$ cat config.mk
export PLATFORM = sky130hd
export DESIGN_NAME = onehot_key_capture
export DESIGN_NICKNAME = d
export VERILOG_FILES = /design/src/rtl/key_capture_pkg.sv /design/src/rtl/key_sync.sv /design/src/rtl/onehot_key_capture.sv
export SDC_FILE = /design/constraint.sdc
export NUM_CORES = 1
export LEC_CHECK = 0
export ABC_AREA = 1
export CORE_MARGIN = 4
export CORE_UTILIZATION = 26
export CTS_BUF_LIST = sky130_fd_sc_hd__clkbuf_2 sky130_fd_sc_hd__clkbuf_4 sky130_fd_sc_hd__clkbuf_8
export CTS_CLUSTER_DIAMETER = 60
export DETAILED_ROUTE_END_ITERATION = 12
export HOLD_SLACK_MARGIN = 0.02
export SLEW_MARGIN = 40
export SYNTH_ARGS = -nofsm -noshare
export SYNTH_HDL_FRONTEND = slang
export SYNTH_SLANG_ARGS = --single-unit
$ cat constraint.sdc
create_clock -name clk -period 2.7 [get_ports clk]
set_clock_uncertainty 0.1 [all_clocks]
set_input_delay 0.27 -clock clk [delete_from_list [all_inputs] [get_ports clk]]
set_output_delay 0.27 -clock clk [all_outputs]
set_load 0.01 [all_outputs]
$ cat src/rtl/key_capture_pkg.sv
`default_nettype none
// ============================================================================
//  Module      : key_capture_pkg
//  Description : Shared types and helpers for the one-hot key capture block.
//                - state_t    : capture FSM state encoding
//                - is_onehot  : true iff exactly one bit of a vector is set
//  Revision    : 1.0 - initial release
// ============================================================================
package key_capture_pkg;

    // Capture FSM states, 2-bit explicit encoding.
    typedef enum logic [1:0] {
        ST_IDLE     = 2'd0,
        ST_DEBOUNCE = 2'd1,
        ST_HOLD     = 2'd2,
        ST_RELEASE  = 2'd3
    } state_t;

    // Widest key vector the helper below accepts. Narrower vectors are
    // zero-extended by the caller; zero-extension never changes whether a
    // vector is one-hot, so one fixed-width helper serves every WIDTH.
    localparam int unsigned ONEHOT_MAX_WIDTH = 64;

    // True iff exactly one bit is set. All-zero returns false.
    // Clearing the lowest set bit (vec & (vec - 1)) leaves zero only when a
    // single bit was set.
    function automatic logic is_onehot(input logic [ONEHOT_MAX_WIDTH-1:0] vec);
        logic                        nonzero;
        logic [ONEHOT_MAX_WIDTH-1:0] low_cleared;
        nonzero     = (vec != '0);
        low_cleared = vec & (vec - {{(ONEHOT_MAX_WIDTH-1){1'b0}}, 1'b1});
        return nonzero && (low_cleared == '0);
    endfunction

endpackage : key_capture_pkg
`default_nettype wire

$ cat src/rtl/key_sync.sv
`default_nettype none
// ============================================================================
//  Module      : key_sync
//  Description : WIDTH-wide two-flop synchroniser for raw asynchronous key
//                lines. Each bit is synchronised independently; no attempt
//                is made to keep bits coherent with each other, the debounce
//                stage downstream absorbs any skew between bits.
//  Ports       : clk        - sampling clock
//                rst_n      - asynchronous active-low reset, flops clear to 0
//                i_key      - raw asynchronous key lines
//                o_key_sync - synchronised key lines (2-clock latency)
//  Revision    : 1.0 - initial release
// ============================================================================
module key_sync #(
    parameter int WIDTH = 8
) (
    input  logic             clk,
    input  logic             rst_n,
    input  logic [WIDTH-1:0] i_key,
    output logic [WIDTH-1:0] o_key_sync
);

    // First stage may go metastable; second stage gives it a full clock to
    // resolve before anything downstream looks at it.
    logic [WIDTH-1:0] meta_q;
    logic [WIDTH-1:0] meta_d;
    logic [WIDTH-1:0] sync_q;
    logic [WIDTH-1:0] sync_d;

    always_comb begin
        meta_d = i_key;
        sync_d = meta_q;
    end

    always_ff @(posedge clk or negedge rst_n) begin
        if (!rst_n) begin
            meta_q <= '0;
            sync_q <= '0;
        end else begin
            meta_q <= meta_d;
            sync_q <= sync_d;
        end
    end

    assign o_key_sync = sync_q;

endmodule : key_sync
`default_nettype wire

$ cat src/rtl/onehot_key_capture.sv
`default_nettype none
// ============================================================================
//  Module      : onehot_key_capture
//  Description : Upstream stage of an 8-to-3 encoder with enable. Synchronises
//                and debounces raw key lines, accepts a pattern only if it is
//                one-hot, presents it on w with active-low enable e until the
//                consumer acknowledges, then waits for all keys to be released
//                before arming for the next press.
//  Ports       : clk     - single clock, rising edge
//                rst_n   - asynchronous active-low reset
//                key_in  - raw asynchronous key lines, active-high
//                ack     - consumer has taken the code (honoured in HOLD only)
//                w       - captured one-hot word, zero when not valid
//                e       - active-low valid for w
//                err     - one-clock pulse when a multi-key pattern is rejected
//  Revision    : 1.0 - initial release
// ============================================================================
module onehot_key_capture
    import key_capture_pkg::*;
#(
    parameter int WIDTH           = 8,
    parameter int DEBOUNCE_CYCLES = 16
) (
    input  logic             clk,
    input  logic             rst_n,
    input  logic [WIDTH-1:0] key_in,
    input  logic             ack,
    output logic [WIDTH-1:0] w,
    output logic             e,
    output logic             err
);

    // ------------------------------------------------------------------------
    // Constants
    // ------------------------------------------------------------------------
    // $clog2(DEBOUNCE_CYCLES) bits always hold DEBOUNCE_CYCLES-1, which is the
    // terminal value; the counter stops there so it never needs to wrap.
    localparam int              c_CNT_W    = (DEBOUNCE_CYCLES > 1) ? $clog2(DEBOUNCE_CYCLES) : 1;
    localparam logic [c_CNT_W-1:0] c_CNT_LAST = c_CNT_W'(DEBOUNCE_CYCLES - 1);
    localparam logic [c_CNT_W-1:0] c_CNT_ONE  = c_CNT_W'(1);

    // ------------------------------------------------------------------------
    // Synchroniser
    // ------------------------------------------------------------------------
    logic [WIDTH-1:0] w_ks;

    key_sync #(
        .WIDTH (WIDTH)
    ) u_key_sync (
        .clk        (clk),
        .rst_n      (rst_n),
        .i_key      (key_in),
        .o_key_sync (w_ks)
    );

    // ------------------------------------------------------------------------
    // State and datapath registers
    // ------------------------------------------------------------------------
    state_t             state_q;
    state_t             state_d;
    logic [WIDTH-1:0]   snap_q;
    logic [WIDTH-1:0]   snap_d;
    logic [c_CNT_W-1:0] cnt_q;
    logic [c_CNT_W-1:0] cnt_d;
    logic [WIDTH-1:0]   w_q;
    logic [WIDTH-1:0]   w_d;
    logic               e_q;
    logic               e_d;
    logic               err_q;
    logic               err_d;

    // ------------------------------------------------------------------------
    // Decode helpers
    // ------------------------------------------------------------------------
    logic                              w_ks_zero;
    logic                              w_ks_match;
    logic                              w_cnt_done;
    logic                              w_snap_onehot;
    logic [ONEHOT_MAX_WIDTH-1:0]       w_snap_ext;

    always_comb begin
        w_snap_ext    = ONEHOT_MAX_WIDTH'(snap_q);
        w_ks_zero     = (w_ks == '0);
        w_ks_match    = (w_ks == snap_q);
        w_cnt_done    = (cnt_q == c_CNT_LAST);
        w_snap_onehot = is_onehot(w_snap_ext);
    end

    // ------------------------------------------------------------------------
    // Process 1: state register
    // ------------------------------------------------------------------------
    always_ff @(posedge clk or negedge rst_n) begin
        if (!rst_n) begin
            state_q <= ST_IDLE;
        end else begin
            state_q <= state_d;
        end
    end

    // ------------------------------------------------------------------------
    // Process 2: next-state logic
    // ------------------------------------------------------------------------
    always_comb begin
        state_d = state_q;
        unique case (state_q)
            ST_IDLE: begin
                if (!w_ks_zero) begin
                    state_d = ST_DEBOUNCE;
                end
            end
            ST_DEBOUNCE: begin
                if (w_ks_zero) begin
                    state_d = ST_IDLE;
                end else if (w_ks_match && w_cnt_done) begin
                    state_d = w_snap_onehot ? ST_HOLD : ST_RELEASE;
                end
            end
            ST_HOLD: begin
                // Key activity is deliberately ignored here; only ack leaves.
                if (ack) begin
                    state_d = ST_RELEASE;
                end
            end
            ST_RELEASE: begin
                if (w_ks_zero && w_cnt_done) begin
                    state_d = ST_IDLE;
                end
            end
            default: begin
                state_d = ST_IDLE;
            end
        endcase
    end

    // ------------------------------------------------------------------------
    // Process 3: output / datapath logic
    // ------------------------------------------------------------------------
    // w/e default to "not valid" so that any path other than a live capture
    // or an un-acknowledged HOLD presents zeros with the enable deasserted.
    always_comb begin
        snap_d = snap_q;
        cnt_d  = cnt_q;
        w_d    = '0;
        e_d    = 1'b1;
        err_d  = 1'b0;
        unique case (state_q)
            ST_IDLE: begin
                if (!w_ks_zero) begin
                    snap_d = w_ks;
                    cnt_d  = '0;
                end
            end
            ST_DEBOUNCE: begin
                if (w_ks_zero) begin
                    // Abandon the press; IDLE reloads snap and cnt on entry.
                    snap_d = snap_q;
                end else if (!w_ks_match) begin
                    // Pattern moved: restart the stability window on it.
                    snap_d = w_ks;
                    cnt_d  = '0;
                end else if (!w_cnt_done) begin
                    cnt_d = cnt_q + c_CNT_ONE;
                end else if (w_snap_onehot) begin
                    w_d = snap_q;
                    e_d = 1'b0;
                end else begin
                    // Rejected chord: the release window starts from zero so
                    // the full all-zero interval is required before re-arming.
                    err_d = 1'b1;
                    cnt_d = '0;
                end
            end
            ST_HOLD: begin
                if (ack) begin
                    cnt_d = '0;
                end else begin
                    w_d = w_q;
                    e_d = e_q;
                end
            end
            ST_RELEASE: begin
                if (!w_ks_zero) begin
                    cnt_d = '0;
                end else if (!w_cnt_done) begin
                    cnt_d = cnt_q + c_CNT_ONE;
                end
            end
            default: begin
                cnt_d = '0;
            end
        endcase
    end

    // ------------------------------------------------------------------------
    // Datapath registers
    // ------------------------------------------------------------------------
    always_ff @(posedge clk or negedge rst_n) begin
        if (!rst_n) begin
            snap_q <= '0;
            cnt_q  <= '0;
            w_q    <= '0;
            e_q    <= 1'b1;
            err_q  <= 1'b0;
        end else begin
            snap_q <= snap_d;
            cnt_q  <= cnt_d;
            w_q    <= w_d;
            e_q    <= e_d;
            err_q  <= err_d;
        end
    end

    // ------------------------------------------------------------------------
    // Outputs
    // ------------------------------------------------------------------------
    assign w   = w_q;
    assign e   = e_q;
    assign err = err_q;

endmodule : onehot_key_capture
`default_nettype wire

== After elaboration in Yosys (flattened, before gate mapping) ==
Index checks and enable logic that the tools add are counted.

* $add $sub $neg: 2
* Multipliers: 0
* Div/mod/pow operators: 0
* Magnitude comparators: 0
* Equal/unequal tests: 13
* Shift operators: 0
* Mux-type cells: 36
* Bitwise gates (word level): 1
* Reduce and logical (&&, ||, !) cells: 11

{| class="wikitable"
|+ Operators with widths
! cell !! number
|-
| 8-bit by 64-bit bitwise AND with 64-bit output || 1
|-
| 64-bit zero test || 1
|-
| 8-bit two-way mux || 8
|-
| 4-bit two-way mux || 8
|-
| 8-bit case mux with 2 select lines || 2
|-
| 4-bit case mux with 4 select lines || 1
|-
| 1-bit two-way mux || 10
|-
| 2-bit two-way mux || 5
|-
| 2-bit inequality test, second input constant || 5
|-
| 8-bit by 1-bit subtractor with 9-bit output, second input constant || 1
|-
| 8-bit == test || 1
|-
| 8-bit zero test || 1
|-
| 2-bit case mux with 4 select lines || 1
|-
| 4-bit AND reduction || 2
|-
| 8-bit nonzero test || 1
|-
| 3-bit inequality test, second input constant || 2
|-
| 5-bit AND reduction || 1
|-
| 4-bit by 1-bit adder with 4-bit output, second input constant || 1
|-
| 2-bit == test, second input constant || 2
|-
| 4-bit == test, second input constant || 1
|-
| 4-bit inequality test, second input constant || 1
|-
| 1-bit logical AND || 3
|-
| 2-bit by 1-bit == test with 1-bit output, second input constant || 1
|-
| 2-bit zero test || 1
|-
| 2 further kinds || 2
|}

* Register bits after elaboration: 40
* Latch bits: 0
* Memory bits (writable): 0
* Bits in read-only memories: 0
* Input bits: 11
* Output and inout port bits: 10
* Logic and storage cells: 71
* Memories: 0

== Depth between registers and ports, before layout ==
* Word-level depth: 9
* Mapped depth: 11
* Gate-level depth less buffers: 10

== Modules after synthesis ==
A second synthesis with hierarchy kept.

* Cell total of the unflattened synthesis: 214
* Area total of the unflattened synthesis: 1800.5 sq um

{| class="wikitable"
|+ Modules (own cells, without submodules)
! module !! times used !! cells an instance !! area an instance (sq um) !! seq. area each (sq um)
|-
| onehot_key_capture || 1 || 198 || 1400.1 || 601.8
|-
| key_sync || 1 || 16 || 400.4 || 400.4
|}

== Worst setup path before layout ==
No wires, ideal clock.

* Path type: register to register
* Start point: register snap_q[1]
* End point: register cnt_q[2]
* Setup time: 117 ps
* Arrival: 1365 ps
* Data required time: 2483 ps
* Path slack: 1118 ps
* Cell stages (with the launch flop): 10
* Buffers on the path: 1
* Clock period less this slack: 1582 ps
* Cell sequence: dfrtp_1 -> nor2_1 -> nand2_1 -> nand2_1 -> nand3_1 -> nor2_1 -> nand4_4 -> buf_6 -> nand3_1 -> nand2_1

* Longest elaborated chain between the ends: 6
* Elaborated cells between the ends (all ways): 11
* Classes of those cells: add/sub (1); eq/ne (2); mux (3); bitwise (1); reduce/logical (4)

{| class="wikitable"
|+ RTL lines
! item !! line !! text
|-
| start, declared || onehot_key_capture.sv:61 || <nowiki>logic [WIDTH-1:0] snap_q;</nowiki>
|-
| start signal, assigned || onehot_key_capture.sv:205 || <nowiki>snap_q <= snap_d;</nowiki>
|-
| 8-bit by 1-bit subtractor with 9-bit output || key_capture_pkg.sv:31 || <nowiki>low_cleared = vec & (vec - {{(ONEHOT_MAX_WIDTH-1){1'b0}}, 1'b1});</nowiki>
|-
| 8-bit by 64-bit bitwise AND with 64-bit output || key_capture_pkg.sv:31 ||
|-
| 64-bit zero test || key_capture_pkg.sv:32 || <nowiki>return nonzero && (low_cleared == '0);</nowiki>
|-
| 1-bit logical AND || key_capture_pkg.sv:32 ||
|-
| 4-bit inequality test (no source line) || n/a ||
|-
| 5-bit AND reduction (no source line) || n/a ||
|-
| end signal, assigned || onehot_key_capture.sv:206 || <nowiki>cnt_q <= cnt_d;</nowiki>
|-
| end, declared || onehot_key_capture.sv:63 || <nowiki>logic [c_CNT_W-1:0] cnt_q;</nowiki>
|}

Several ways; a longest one is shown, not always the timed one. The select of a mux whose other input is x is not followed.
A chain may end at the register's enable or synchronous reset.

== Worst setup path after layout ==
* Start point: register cnt_q[0]
* End point: register cnt_q[2]

* Longest elaborated chain between the ends: 5
* Elaborated cells between the ends (all ways): 11
* Classes of those cells: add/sub (1); eq/ne (3); mux (6); reduce/logical (1)

{| class="wikitable"
|+ RTL lines
! item !! line !! text
|-
| 4-bit by 1-bit adder with 4-bit output / 4-bit == test (equally long branches) || onehot_key_capture.sv:162, onehot_key_capture.sv:185, onehot_key_capture.sv:85 ||
|-
| 4-bit two-way mux || onehot_key_capture.sv:161 || <nowiki>end else if (!w_cnt_done) begin</nowiki>
|-
| 4-bit two-way mux || onehot_key_capture.sv:157 || <nowiki>end else if (!w_ks_match) begin</nowiki>
|-
| 4-bit two-way mux || onehot_key_capture.sv:154 || <nowiki>if (w_ks_zero) begin</nowiki>
|-
| 4-bit case mux with 4 select lines || onehot_key_capture.sv:146 || <nowiki>unique case (state_q)</nowiki>
|}

Several ways; a longest one is shown, not always the timed one. The select of a mux whose other input is x is not followed.

==> metrics.log <==
[metrics] worst hold-check path type: flop to flop
[metrics] average cell area after synthesis: 8.63 µm²
[metrics] number of H-tree levels: 2
[metrics] startpoint class of the critical path: flop
[metrics] row count: 30
[metrics] post-synthesis net count: 228
[metrics] share of total power in sequential cells: 46.1%
[metrics] Top Ports: 21
[metrics] element type at the critical path end: flop
[metrics] nets: 255
[metrics] fraction of registers with async set/reset: 100%
[metrics] Iteration-0 DRC Markers: 56
[metrics] total DRC errors in the routed layout: 0
[metrics] area enclosed by the die boundary: 8580 µm²
[metrics] clock input transition at the sequential cells of the worst setup and hold paths: 0.08 ns
[metrics] largest net degree at the start of global routing: 41
[metrics] Final Hold Viols: 0
[metrics] total detailed-routing wirelength: 3.47 mm
[metrics] worst hold margin: 0.250 ns
[metrics] dominant synthesized flop cell: dfrtp_1
[metrics] area share of the leading cell type in the synthesized netlist: 52.4%
[metrics] CP peak stage delay: 0.42 ns
[metrics] Arrival @ worst endpoint: 1.96 ns
[metrics] PostCTS Resize Cnt: 0
[metrics] via count of the first global-routing pass: 1380
[metrics] internal power: 1.06 mW
[metrics] switching share of total power: 36.5%
[metrics] Power Density: 736 nW/µm²
[metrics] final antenna-violating net count: 0
[metrics] FF-to-FF Start: cnt_q[0]$_DFFE_PN0P_
[metrics] share of post-route cells with drive strength above 1: 15.2%
[metrics] total of hold buffers inserted after clock tree synthesis: 1
[metrics] clock latency of the later-clocked register in the worst-skew pair: 0.28 ns
[metrics] die height: 92.7 µm
[metrics] launch point of the worst hold path: u_key_sync.meta_q[5]$_DFF_PN0_
[metrics] setup_tns: 0 ns
[metrics] CP startpoint: cnt_q[0]$_DFFE_PN0P_
[metrics] Clock Tree Root: clkbuf_8
[metrics] post-detailed-route via-to-cell ratio: 4.11
[metrics] ranking of synthesized cells by instance count: nand2_1 (79), dfrtp_1 (39), inv_1 (20)
[metrics] run status: completed
[metrics] Max Transition Viols Final: 0
[metrics] fraction of power consumed by combinational cells: 28.7%
[metrics] clock network fraction of total power: 25.2%
[metrics] crit path cell chain: ha_1 -> nand2_1 -> nor2_1 -> nand4_4 -> nand2_2 -> nand2_1 -> nand2_1
[metrics] final routed wire length divided by cell count: 10.2 µm
[metrics] number of flops mapped to enable cells by yosys: 0
[metrics] slowest stage cell on the critical path: dfrtp_1
[metrics] register bit count reported by yosys: 40
[metrics] TritonCTS clock tree: built
[metrics] pre-CTS setup slack: 0.818 ns
[metrics] total power after layout: 1.67 mW
[metrics] P&R area growth vs syn: 21.8%
[metrics] clock buffer depth: 2
[metrics] total cell area at the placement stage: 2160 µm²
[metrics] detailed-placement wirelength estimate: 2.60 mm
[metrics] total track usage: 9.05%
[metrics] FMAX: 0.546 GHz
[metrics] count of max-cap constraint violations: 0
[metrics] post-CTS setup buffers: 0
[metrics] Final WS setup: 0.869 ns
[metrics] initial standard-cell utilization of the core: 27.1%
[metrics] highest ir drop seen on vdd: 0.363 mV
[metrics] standby leakage power: 1.13 nW
[metrics] TritonCTS buffer count: 5
[metrics] count of antenna diodes in the layout: 0
[metrics] unrepaired setup endpoints after global routing: false
[metrics] Net Sw Power: 0.609 mW
[metrics] global route overflow: 0
[metrics] Yosys cell types: 26
[metrics] via count: 1398
[metrics] Core ar.: 6870 µm²
[metrics] buffering stage count on the worst path with inverters included: 0
[metrics] final RePlAce weighted congestion: 0.757
[metrics] proportion of synthesized chip area in sequential cells: 53.8%
[metrics] Cell Area, Synth: 1860 µm²
[metrics] most frequent CP cell: nand2_1
[metrics] final setup fails: 0
[metrics] clk sink count: 40
[metrics] cell type with the largest total area after synthesis: dfrtp_1
[metrics] wire length of the first global-routing pass: 6.24 mm
[metrics] Synth warnings: 0
[metrics] Final period util: 67.8%
[metrics] leading cell type by number of instances after synthesis: nand2_1
[metrics] type of the worst setup path: flop to flop
[metrics] iteration count of the initial detailed-routing pass: 4
[metrics] floorplan die width: 92.7 µm
[metrics] Critical Path Fanout Max: 14
[metrics] count of mapped cells out of synthesis: 216
[metrics] min cycle time layout: 1.83 ns
[metrics] data required time at the worst endpoint: 2.83 ns
[metrics] biggest area contributors in the synthesized netlist: dfrtp_1 (52%), nand2_1 (16%), inv_1 (4.0%)
[metrics] number of filler cells placed in the layout: 712
[metrics] number of port buffers: 20
[metrics] number of antenna violations at the first check in global routing: 0
[metrics] Non-Filler Cell Area, Final: 2270 µm²
[metrics] worst rel slew slack: 66.6%
[metrics] cell class contributing the biggest share of worst-path delay: simple AND/OR/NAND/NOR gates
[metrics] transition time at the pin with the least slew margin: 0.502 ns
==> logic make-up (layout without fill, tap and decap cells) <==
group,after synthesis,count (layout),synth area share (%)
AOI/OAI and AO/OA,19,19,6.78
adders and majority gates,1,1,0.671
and+or+nand+nor,124,124,30.8
xor gates and xnor gates,2,2,0.940
DFF,40,40,53.8
buffers and inverters,30,58,7.05
==> state kept, by name, summed over array words and instances (netlist names), named ones only <==
name / count
cnt_q: 4
e: 1
err: 1
snap_q: 8
state_q: 1
u_key_sync.meta_q: 8
u_key_sync.o_key_sync: 8
w: 8
==> cells in the final DEF, fill, tap and decap left out, drive strengths merged <==
cell type	count
buf	2
clkbuf	7
clkdlybuf4s50	19
clkinvlp	1
dfrtp	39
dfstp	1
dlygate4sd3	1
ha	1
inv	28
nand2	82
nand3	15
nand3b	1
nand4	4
nor2	20
nor3	1
nor4	1
o21a	1
o21ai	17
o31ai	1
xor2	2
==> stage by stage <==
stage / util (%) / std cells
detailed placement: 31.5 / 331
global placement: 31.4 / 331
finish: 33.0 / 340
global route: 33.0 / 340
floorplan: - / 216
CTS: 33.0 / 340
==> final cells by class <==
class                      count  area, µm²  share of cell area (%)
clock buffer                   7       90.1                    3.97
clock inverter                 1       7.51                   0.331
inverter                      28        105                    4.63
multi-input combinational    146        729                    32.1
sequential                    40       1000                    44.2
tap                           96        120                    5.29
timing repair buffer          22        215                    9.48
==> power by group through the flow <==
| stage | clock network (mW) | registers (mW) | logic, mW |
|---|---|---|---|
| 6_report | 0.421 | 0.770 | 0.479 |
| 5_1_grt | 0.462 | 0.787 | 0.556 |
| 4_1_cts | 0.442 | 0.769 | 0.490 |
| 3_5_place_dp | 0 | 0.780 | 0.488 |
| 3_3_place_gp | 0 | 0.778 | 0.480 |
| 2_1_floorplan | 0 | 0.763 | 0.405 |
==> layer usage <==
layer | vias to the layer above | routed length [µm] | share of wire [%] | global-route usage (%)
met4 | 0 | 16 | 0.46 | 2.20
met1 | 646 | 1590 | 46 | 11.4
met5 | - | 0 | 0 | 0
met2 | 24 | 1700 | 49 | 15.5
met3 | 2 | 159 | 4.6 | 2.36
li1 | 726 | - | - | -
==> path summary, 6_finish.rpt <==
| kind | endpoint | cells after the start | slack [ns] |
|---|---|---|---|
| hold reg to reg | u_key_sync.o_key_sync[5]$_DFF_PN0_ | 0 | 0.25 |
| hold / removal | u_key_sync.o_key_sync[5]$_DFF_PN0_ | 0 | 0.25 |
| setup / recovery | cnt_q[2]$_DFFE_PN0P_ | 7 | 0.87 |
| max in group asynchronous | e$_DFFE_PN1P_ | 2 | 1.73 |
| min in group asynchronous | cnt_q[3]$_DFFE_PN0P_ | 2 | 0.40 |
| setup reg to reg | cnt_q[2]$_DFFE_PN0P_ | 7 | 0.87 |
(Power assumes the default switching activity.)
